--- src/rtl/conv3d_layer_sequencer_pkg.sv ---
// Shared definitions for the conv3d layer sequencer: FSM encoding and
// the input-buffer read latency.
package conv3d_layer_sequencer_pkg;

  typedef enum logic [2:0] {
    ST_IDLE   = 3'd0,
    ST_ISSUE  = 3'd1,
    ST_DRAIN  = 3'd2,
    ST_NEXT   = 3'd3,
    ST_FINISH = 3'd4
  } seq_state_t;

  // Cycles between rd_en and valid data at the datapath input.
  localparam int unsigned RD_LATENCY = 1;

endpackage

--- src/rtl/conv3d_layer_sequencer.sv ---
// conv3d_layer_sequencer: runs NUM_PASSES passes of an 8-channel conv
// datapath over one IMG_WIDTH x IMG_HEIGHT feature map. Each pass streams
// every pixel out of the input buffer, then waits for the datapath to
// flush its last pixel before moving to the next weight set.
//
// Optional drain watchdog: define CONV_SEQ_TIMEOUT_EN.
//
// state  | meaning
// IDLE   | waiting for start
// ISSUE  | reading pixels 0..N-1 from the input buffer
// DRAIN  | all reads issued, collecting remaining outputs
// NEXT   | one cycle: advance to next pass or finish
// FINISH | one cycle: done pulse
module conv3d_layer_sequencer
  import conv3d_layer_sequencer_pkg::*;
#(
  parameter int DATA_WIDTH     = 32,
  parameter int IMG_WIDTH      = 56,
  parameter int IMG_HEIGHT     = 56,
  parameter int NUM_PASSES     = 4,
  parameter int ADDR_WIDTH     = 16,
  parameter int TIMEOUT_CYCLES = 4096
) (
  input  logic                  clk,
  input  logic                  resetn,
  input  logic                  start,
  input  logic                  abort,
  output logic                  rd_en,
  output logic [ADDR_WIDTH-1:0] rd_addr,
  output logic                  conv_valid_in,
  input  logic                  conv_valid_out,
  input  logic                  conv_done,
  output logic                  wr_en,
  output logic [ADDR_WIDTH-1:0] wr_addr,
  output logic [7:0]            pass_idx,
  output logic                  busy,
  output logic                  done,
  output logic                  error
);

  localparam int N = IMG_WIDTH * IMG_HEIGHT;
  localparam logic [ADDR_WIDTH-1:0] LAST_PIX  = ADDR_WIDTH'(N - 1);
  localparam logic [7:0]            LAST_PASS = 8'(NUM_PASSES - 1);

  // Reject parameter sets the address map or pass counter cannot hold.
  if (DATA_WIDTH < 1 || NUM_PASSES < 1 || NUM_PASSES > 256 || TIMEOUT_CYCLES < 1 ||
      (64'(1) << ADDR_WIDTH) < 64'(N) * 64'(NUM_PASSES)) begin : g_param_check
    $error("conv3d_layer_sequencer: invalid parameter set");
  end

  seq_state_t state, state_nxt;
  logic [ADDR_WIDTH-1:0] out_cnt;
  logic [RD_LATENCY-1:0] rd_pipe;
  logic run_start;
  logic frame_end;
  logic wd_expire;

`ifdef CONV_SEQ_TIMEOUT_EN
  localparam int WD_W = $clog2(TIMEOUT_CYCLES + 1);
  logic [WD_W-1:0] wd_cnt;

  assign wd_expire = (state == ST_DRAIN) && !conv_valid_out &&
                     (wd_cnt == WD_W'(TIMEOUT_CYCLES - 1));

  // Watchdog: counts idle DRAIN cycles, restarts on every output pixel.
  always_ff @(posedge clk or negedge resetn) begin
    if (!resetn)
      wd_cnt <= '0;
    else if (state != ST_DRAIN || conv_valid_out)
      wd_cnt <= '0;
    else
      wd_cnt <= wd_cnt + 1'b1;
  end
`else
  assign wd_expire = 1'b0;
`endif

  // State register.
  always_ff @(posedge clk or negedge resetn) begin
    if (!resetn)
      state <= ST_IDLE;
    else
      state <= state_nxt;
  end

  // Next state and per-state strobes; abort overrides every transition.
  always_comb begin
    state_nxt = state;
    rd_en     = 1'b0;
    wr_en     = 1'b0;
    done      = 1'b0;
    run_start = 1'b0;
    frame_end = 1'b0;
    case (state)
      ST_IDLE: begin
        run_start = start && !abort;
        if (run_start)
          state_nxt = ST_ISSUE;
      end
      ST_ISSUE: begin
        rd_en = 1'b1;
        wr_en = conv_valid_out;
        if (rd_addr == LAST_PIX)
          state_nxt = ST_DRAIN;
      end
      ST_DRAIN: begin
        wr_en     = conv_valid_out;
        frame_end = conv_valid_out && conv_done;
        if (frame_end)
          state_nxt = ST_NEXT;
        else if (wd_expire)
          state_nxt = ST_IDLE;
      end
      ST_NEXT: begin
        state_nxt = (pass_idx < LAST_PASS) ? ST_ISSUE : ST_FINISH;
      end
      ST_FINISH: begin
        done      = !abort;
        state_nxt = ST_IDLE;
      end
      default: state_nxt = ST_IDLE;
    endcase
    if (abort && state != ST_IDLE)
      state_nxt = ST_IDLE;
  end

  // Read/write counters, pass index, sticky error and read-latency pipe.
  always_ff @(posedge clk or negedge resetn) begin
    if (!resetn) begin
      rd_addr  <= '0;
      out_cnt  <= '0;
      pass_idx <= '0;
      error    <= 1'b0;
      rd_pipe  <= '0;
    end else begin
      rd_pipe <= RD_LATENCY'({rd_pipe, rd_en});
      if (run_start) begin
        rd_addr  <= '0;
        out_cnt  <= '0;
        pass_idx <= '0;
        error    <= 1'b0;
      end else begin
        if (rd_en && rd_addr != LAST_PIX)
          rd_addr <= rd_addr + 1'b1;
        if (wr_en)
          out_cnt <= (out_cnt == LAST_PIX) ? '0 : out_cnt + 1'b1;
        if (state == ST_NEXT && state_nxt == ST_ISSUE) begin
          pass_idx <= pass_idx + 1'b1;
          rd_addr  <= '0;
        end
        // A short frame still advances the pass, but is remembered.
        if (((frame_end && out_cnt != LAST_PIX) || wd_expire) && !abort)
          error <= 1'b1;
      end
    end
  end

  assign conv_valid_in = rd_pipe[RD_LATENCY-1];
  assign busy          = (state != ST_IDLE);
  assign wr_addr       = ADDR_WIDTH'(N * int'(pass_idx)) + out_cnt;

endmodule

--- config.mk ---
export PLATFORM = sky130hd
export DESIGN_NAME = conv3d_layer_sequencer
export DESIGN_NICKNAME = d
export VERILOG_FILES = /design/src/rtl/conv3d_layer_sequencer_pkg.sv /design/src/rtl/conv3d_layer_sequencer.sv
export SDC_FILE = /design/constraint.sdc
export NUM_CORES = 1
export LEC_CHECK = 0
export CORE_MARGIN = 5
export CORE_UTILIZATION = 55
export DETAILED_ROUTE_END_ITERATION = 8
export GPL_TIMING_DRIVEN = 0
export PLACE_DENSITY = 0.82
export SYNTH_ARGS = -nofsm -noshare
export SYNTH_HDL_FRONTEND = slang
export SYNTH_SLANG_ARGS = --single-unit
--- constraint.sdc ---
create_clock -name clk -period 8.3 [get_ports clk]
set_input_delay 0.83 -clock clk [delete_from_list [all_inputs] [get_ports clk]]
set_output_delay 0.83 -clock clk [all_outputs]
set_load 0.005 [all_outputs]
==> results of run 1 <==
## state kept, by name, summed over array words and instances, names as in the netlist
| signal | count |
|---|---|
| pass_idx | 8 |
| error | 1 |
| rd_addr | 16 |
| state | 3 |
| conv_valid_in | 1 |
| out_cnt | 16 |
## worst max-delay path: stages (launching register included)
cell and delay [ns]:
dfrtp_1 0.51, ha_1 0.29, inv_1 0.10, fa_1 0.48
inv_1 0.05, ha_1 0.28, ha_1 0.23, fa_1 0.45
ha_1 0.23, or4_1 0.50, o22a_1 0.18, xor2_1 0.12
clkdlybuf4s50_1 0.51
## worst max path at each step
stage,from,end,slack (ns),cells past startpoint
2_1_floorplan,pass_idx[1],wr_addr[14],4.27,11
3_3_place_gp,pass_idx[0],wr_addr[14],3.60,12
3_5_place_dp,pass_idx[0],wr_addr[14],3.56,12
4_1_cts,pass_idx[0],wr_addr[14],3.23,12
5_1_grt,pass_idx[0],wr_addr[14],3.07,12
6_report,pass_idx[0],wr_addr[14],3.24,12
## synth_stat cells, drive strengths merged, types with 2 or more instances
master | count | area [sq um]
dfrtp | 45 | 1126
nor2 | 32 | 120.1
ha | 30 | 375.4
inv | 25 | 93.84
nand3 | 22 | 110.1
nand2 | 18 | 67.56
xor2 | 15 | 131.4
a21oi | 14 | 70.07
nand4 | 13 | 81.33
o21ai | 13 | 65.06
xnor2 | 13 | 113.9
buf | 12 | 87.58
a31oi | 8 | 50.05
or3 | 7 | 43.79
and3 | 6 | 37.54
nor3 | 6 | 30.03
o21a | 6 | 45.04
o211ai | 5 | 37.54
o31ai | 5 | 37.54
fa | 4 | 80.08
nor2b | 4 | 25.02
or4 | 4 | 33.78
a21o | 3 | 22.52
and4 | 3 | 26.28
clkbuf | 3 | 11.26
nor4 | 3 | 18.77
a22oi | 2 | 15.01
a41oi | 2 | 17.52
nor4b | 2 | 17.52
o22ai | 2 | 12.51
or2 | 2 | 12.51
or3b | 2 | 17.52
## layer usage
layer  track usage  share of wire  vias to the layer above
met1        0.2984           0.46                     1341
met2        0.3566           0.48                       71
met3       0.03650          0.048                        8
met5             0              0                        -
li1              -              -                     1353
met4       0.06043          0.012                        0
## logic make-up (layout without fill, tap and decap cells)
family,count (synthesis),after routing,share of synthesized area
and+or+nand+nor,128,128,0.2128
AOI/OAI and AO/OA,67,67,0.1442
DFF,45,45,0.3566
buffers and inverters,40,99,0.06101
adders and majority gates,34,34,0.1442
xor gates and xnor gates,28,28,0.07766
muxes,1,1,0.003566
## layout make-up
class                   instances  area (sq um)
clock buffers                   6         82.58
well taps                      72         90.09
fillers                       442          1677
plain buffers                  15         98.84
inverters                      25         93.84
repair buffers                 52         525.5
multi-input cells             258          1839
clock inverters                 1         7.507
flip-flops and latches         45          1126
## report_power, final
part	switching, mW	internal, mW	total, mW
logic	0.112	0.111	0.223
clock network	0.0760	0.0659	0.142
registers	0.0348	0.246	0.281
total	0.223	0.423	0.646
## metrics by stage
| step | cell area (sq um) | instances | power (mW) | util |
|---|---|---|---|---|
| detailed placement | 3774 | 467 | 0.5067 | 0.6811 |
| global route | 3864 | 474 | 0.6876 | 0.6974 |
| global placement | 3759 | 466 | 0.4985 | 0.6784 |
| floorplan | 3158 | 343 | 0.3983 | - |
| CTS | 3864 | 474 | 0.6477 | 0.6974 |
| finish | 3864 | 474 | 0.6456 | 0.6974 |
==> results by group, run 1 <==
Clock network
  • Post-CTS Resized: 0
  • Hold Buf Count CTS: 0
  • H-tree levels: 2
  • Num CTS Buffers: 5
  • Clock latency on the worst-skew pair: 0.30 ns
  • Clock sink count: 45
  • Max Root-Sink Buffers: 2
  • Root Buffer: clkbuf_8
  • Clock slew seen by the registers of the worst setup and hold paths: 0.08 ns
  • CTS tree: done
  • Post-CTS Repair Setup Buffers: 0

STA
  • Final Slew Violations: 0
  • Max_slew headroom: 0.5684
  • Period utilization: 0.6093
  • Hold Fails Final Rpt: 0
  • Fmax achieved: approximately 0.20 GHz
  • Worst hold slack: 0.4006 ns
  • Setup violations, final: 0
  • Skew final: 0.01101 ns
  • Setup Total Neg Slack: 0 ns
  • Final WS setup: 3.243 ns
  • Worst-Margin Slew: 0.6414 ns
  • RSZ-0062 raised after global routing: no
  • Final Critical Period: 5.057 ns

Finish
  • Share of cells above drive strength 1: 0.07214
  • Commonest non-fill, non-tap cell in the layout: clkdlybuf4s50_1
  • Final net count: 442
  • P&R area growth vs syn: 22.35%
  • Diode count: 0
  • Most frequent cells in the layout: clkdlybuf4s50_1, dfrtp_1, nor2_1, ha_1, inv_1

Place
  • Final RePlAce weighted congestion: between 0.8 and 0.9
  • Port bufs: 51
  • DP HPWL: 5.830 mm
  • Setup slack at placement: 3.558 ns

Synthesis
  • Synth warn: 0
  • Post-synthesis cell count: 343
  • Top FF cell, synth: dfrtp_1
  • Flops & latches, synth: 45
  • Syn Area/Cell: 9.207 sq um
  • Post-Synthesis Cell Area: approximately 3200 sq um
  • Cell variety after synth: 49
  • Synthesized Nets: 383
  • Fraction of registers with async set/reset: 1.000
  • Post-synth EDFFs: 0
  • Post-synthesis sequential area ratio: 0.3566

Setup path
  • Arrival @ worst endpoint: 4.23 ns
  • Critical path startpoint category: register
  • Worst reg-to-reg setup slack: 5.89 ns
  • Cells on worst reg2reg path: 6
  • CP max FO: 7
  • Reg2reg end: rd_addr[1]
  • Reg-to-reg startpoint: pass_idx[4]
  • Critical path endpoint category: primary output
  • Worst EP required: 7.47 ns
  • Crit Path Category: reg -> out

Floorplanning
  • Die height: 85.78 um
  • Die X: 85.78 um
  • Core ar.: ~5500 sq um
  • Rows: 27
  • DIE AREA: roughly 7400 sq um
  • Starting Density: 0.5700
  • I/O pin count: 52

Power
  • Worst vdd ir: 0.1400 mV
  • Leak: roughly 1.8 nW
  • Pwr dens: 167.1 nW/um^2

Routing
  • DR DRC count: 0
  • DR vias/cell: ~6
  • Antenna Nets Post-Route: 0
  • Drt first-iter violations: 111
  • 1st-pass router iterations: 5
  • Post-Route WL: ~7.6 mm
  • WL per Instance: 16.01 um
  • Vias: 2,773

GRT
  • GRT Overall Usage: 0.2178
  • Largest net degree at the start of global routing: 36
  • First-pass GRT wire length: ~13 mm
  • Vias in the first global route: ~2,800
  • Grt total ovfl: 0
  • Initial antenna violation count: 0

Worst hold path
  • Worst hold path type: in -> async

Status
  • Status: complete, no violations

Flow run
  • Max Cap Viol: 0
No activity file was read; power rests on OpenSTA's default activity.
==> run 2, diff against run 1 <==
- CORE_UTILIZATION: 55 -> 54
- PLACE_DENSITY: 0.82 -> 0.81
- clock period: 8.3 -> 5.12 ns (I/O delays scaled with it)
==> results by group, run 2 (same netlist as run 1, synthesis figures left out) <==
Status
  • Status: complete, no violations

Routing
  • Post-Route WL: 7.572 mm
  • Met2 WL: 3.629 mm
  • Routed met3 length: 360 um
  • Vias: around 2,800
  • DR vias/cell: 5.891
  • WL per Instance: 15.94 um
  • DR DRC count: 0
  • Drt first-iter violations: approximately 150
  • DR top layer: met4
  • Antenna Nets Post-Route: 0
  • Met1 wire length: around 3.5 mm
  • 1st-pass router iterations: 4

Floorplanning
  • Die height: 86.48 um
  • DIE AREA: 7478 sq um
  • Rows: 27
  • Core ar.: around 5600 sq um
  • Starting Density: 0.5631
  • Die X: 86.48 um
  • I/O pin count: 52

STA
  • Skew final: about 0.0045 ns
  • RSZ-0062 raised after global routing: no
  • Worst-Margin Slew: 0.6194 ns
  • Period utilization: 0.9196
  • Hold Fails Final Rpt: 0
  • Setup violations, final: 0
  • Fmax achieved: around 0.21 GHz
  • Max_slew headroom: 0.5871
  • Setup Total Neg Slack: 0 ns
  • Final Critical Period: 4.709 ns
  • Final Slew Violations: 0
  • Final WS setup: ~0.41 ns

Place
  • Setup slack at placement: 0.7341 ns
  • DP HPWL: 5.741 mm
  • Port bufs: 51
  • Final RePlAce weighted congestion: 0.8537
  • Placed inst area: 3774 sq um

Power
  • Sequential Power Share: 0.417
  • Clock Power Share: 0.249
  • Sw Pwr: about 0.36 mW
  • Pwr dens: 280.4 nW/um^2
  • Switching share of power: 0.3338
  • Comb pwr share: 0.334
  • Worst vdd ir: 0.2022 mV
  • Int Power: ~0.73 mW
  • Leak: 1.837 nW

Clock network
  • Root Buffer: clkbuf_8
  • H-tree levels: 2
  • Clock sink count: 45
  • Hold Buf Count CTS: 0
  • Post-CTS Repair Setup Buffers: 0
  • Num CTS Buffers: 5
  • Clock slew seen by the registers of the worst setup and hold paths: 0.09 ns
  • Clock latency on the worst-skew pair: 0.30 ns
  • Post-CTS Resized: 0
  • Max Root-Sink Buffers: 2
  • CTS tree: done

Flow run
  • Max Cap Viol: 0

Setup path
  • Crit-path slowest cell: dfrtp_1
  • CP max FO: 7
  • Cell Chain, Critical Path: ha_1, inv_1, fa_1, inv_1, ha_1, ha_1, fa_1, ha_1, or4_1, o22a_1, xor2_1, clkdlybuf4s50_1
  • Critical path startpoint category: register
  • CP delay by family, top: adder cells
  • Critical path endpoint category: primary output
  • Arrival @ worst endpoint: about 4.2 ns
  • Crit path launch: pass_idx[0]
  • Crit-path max cell delay: 0.52 ns
  • Worst EP required: 4.61 ns
  • Crit Path Category: reg -> out
  • Critical path buffers and inverters: 3
  • Reg-to-reg startpoint: pass_idx[4]
  • Crit-path most repeated cell: ha_1

Finish
  • Top Registers: out_cnt x16, rd_addr x16, pass_idx x8
  • Most frequent cells in the layout: clkdlybuf4s50_1, dfrtp_1, nor2_1, ha_1, inv_1
  • Final core utilization: 0.6928
  • Fin area: around 3900 sq um
  • Diode count: 0
  • Final net count: roughly 440
  • Share of cells above drive strength 1: 0.07196
  • P&R area growth vs syn: 23.02%
  • Commonest non-fill, non-tap cell in the layout: clkdlybuf4s50_1

GRT
  • Vias in the first global route: 2,780
  • Grt total ovfl: 0
  • Initial antenna violation count: 0
  • First-pass GRT wire length: 13.19 mm
  • Largest net degree at the start of global routing: 36
  • GRT Overall Usage: 0.2182

Worst hold path
  • Worst hold path type: in -> async
-- run 2: cell types whose count changed in the layout (fill, tap and decap cells not counted), sizes merged --
cell	delta
clkinvlp	-1
bufinv	+1
clkinv	+1
-- run 2: worst register-to-register path, stage by stage, from the launching register on --
cell and delay, ns:
dfrtp_1 0.46, inv_1 0.15, ha_1 0.16, or3b_1 0.41
a2111oi_4 0.64, or2_2 0.22, buf_2 0.23, nor2_1 0.08
-- run 2: metrics by stage --
step                      hold slack [ns]  total power [mW]  cells
after floorplan                    0.2164            0.6457    343
after global placement             0.5001            0.8112    466
after detailed placement           0.4169            0.8200    467
after CTS                         0.09328             1.097    475
after global routing              0.09991             1.161    475
final                             0.09193             1.089    475
-- run 2: area by class of cell --
class / instances / area, sq um
flip-flops and latches: 45 / 1126
multi-input cells: 258 / 1839
plain buffers: 15 / 98.84
well taps: 72 / 90.09
inverters: 25 / 93.84
clock inverters: 2 / 38.79
fillers: 476 / 1723
repair buffers: 52 / 525.5
clock buffers: 6 / 72.57
-- run 2: power by group through the flow --
stage | combinational, mW | sequential [mW] | clock (mW)
2_1_floorplan | 0.196 | 0.450 | 0
3_3_place_gp | 0.351 | 0.460 | 0
3_5_place_dp | 0.360 | 0.460 | 0
4_1_cts | 0.365 | 0.455 | 0.278
5_1_grt | 0.403 | 0.464 | 0.294
6_report | 0.363 | 0.454 | 0.272
-- run 2: path summary, 6_finish.rpt --
check,depth (start not counted),slack (ns),end
max,12,0.41,wr_addr[14]
min reg2reg,2,0.50,error
max reg2reg,7,2.66,rd_addr[6]
max in group asynchronous,2,4.55,out_cnt[9]
min,1,0.09,out_cnt[15]
min in group clk,2,0.50,error
-- run 2: layer usage --
layer / global-route usage / vias to the layer above
met5: 0 / -
met4: 0.04816 / 0
met3: 0.03422 / 10
met2: 0.3526 / 73
met1: 0.3093 / 1368
li1: - / 1347
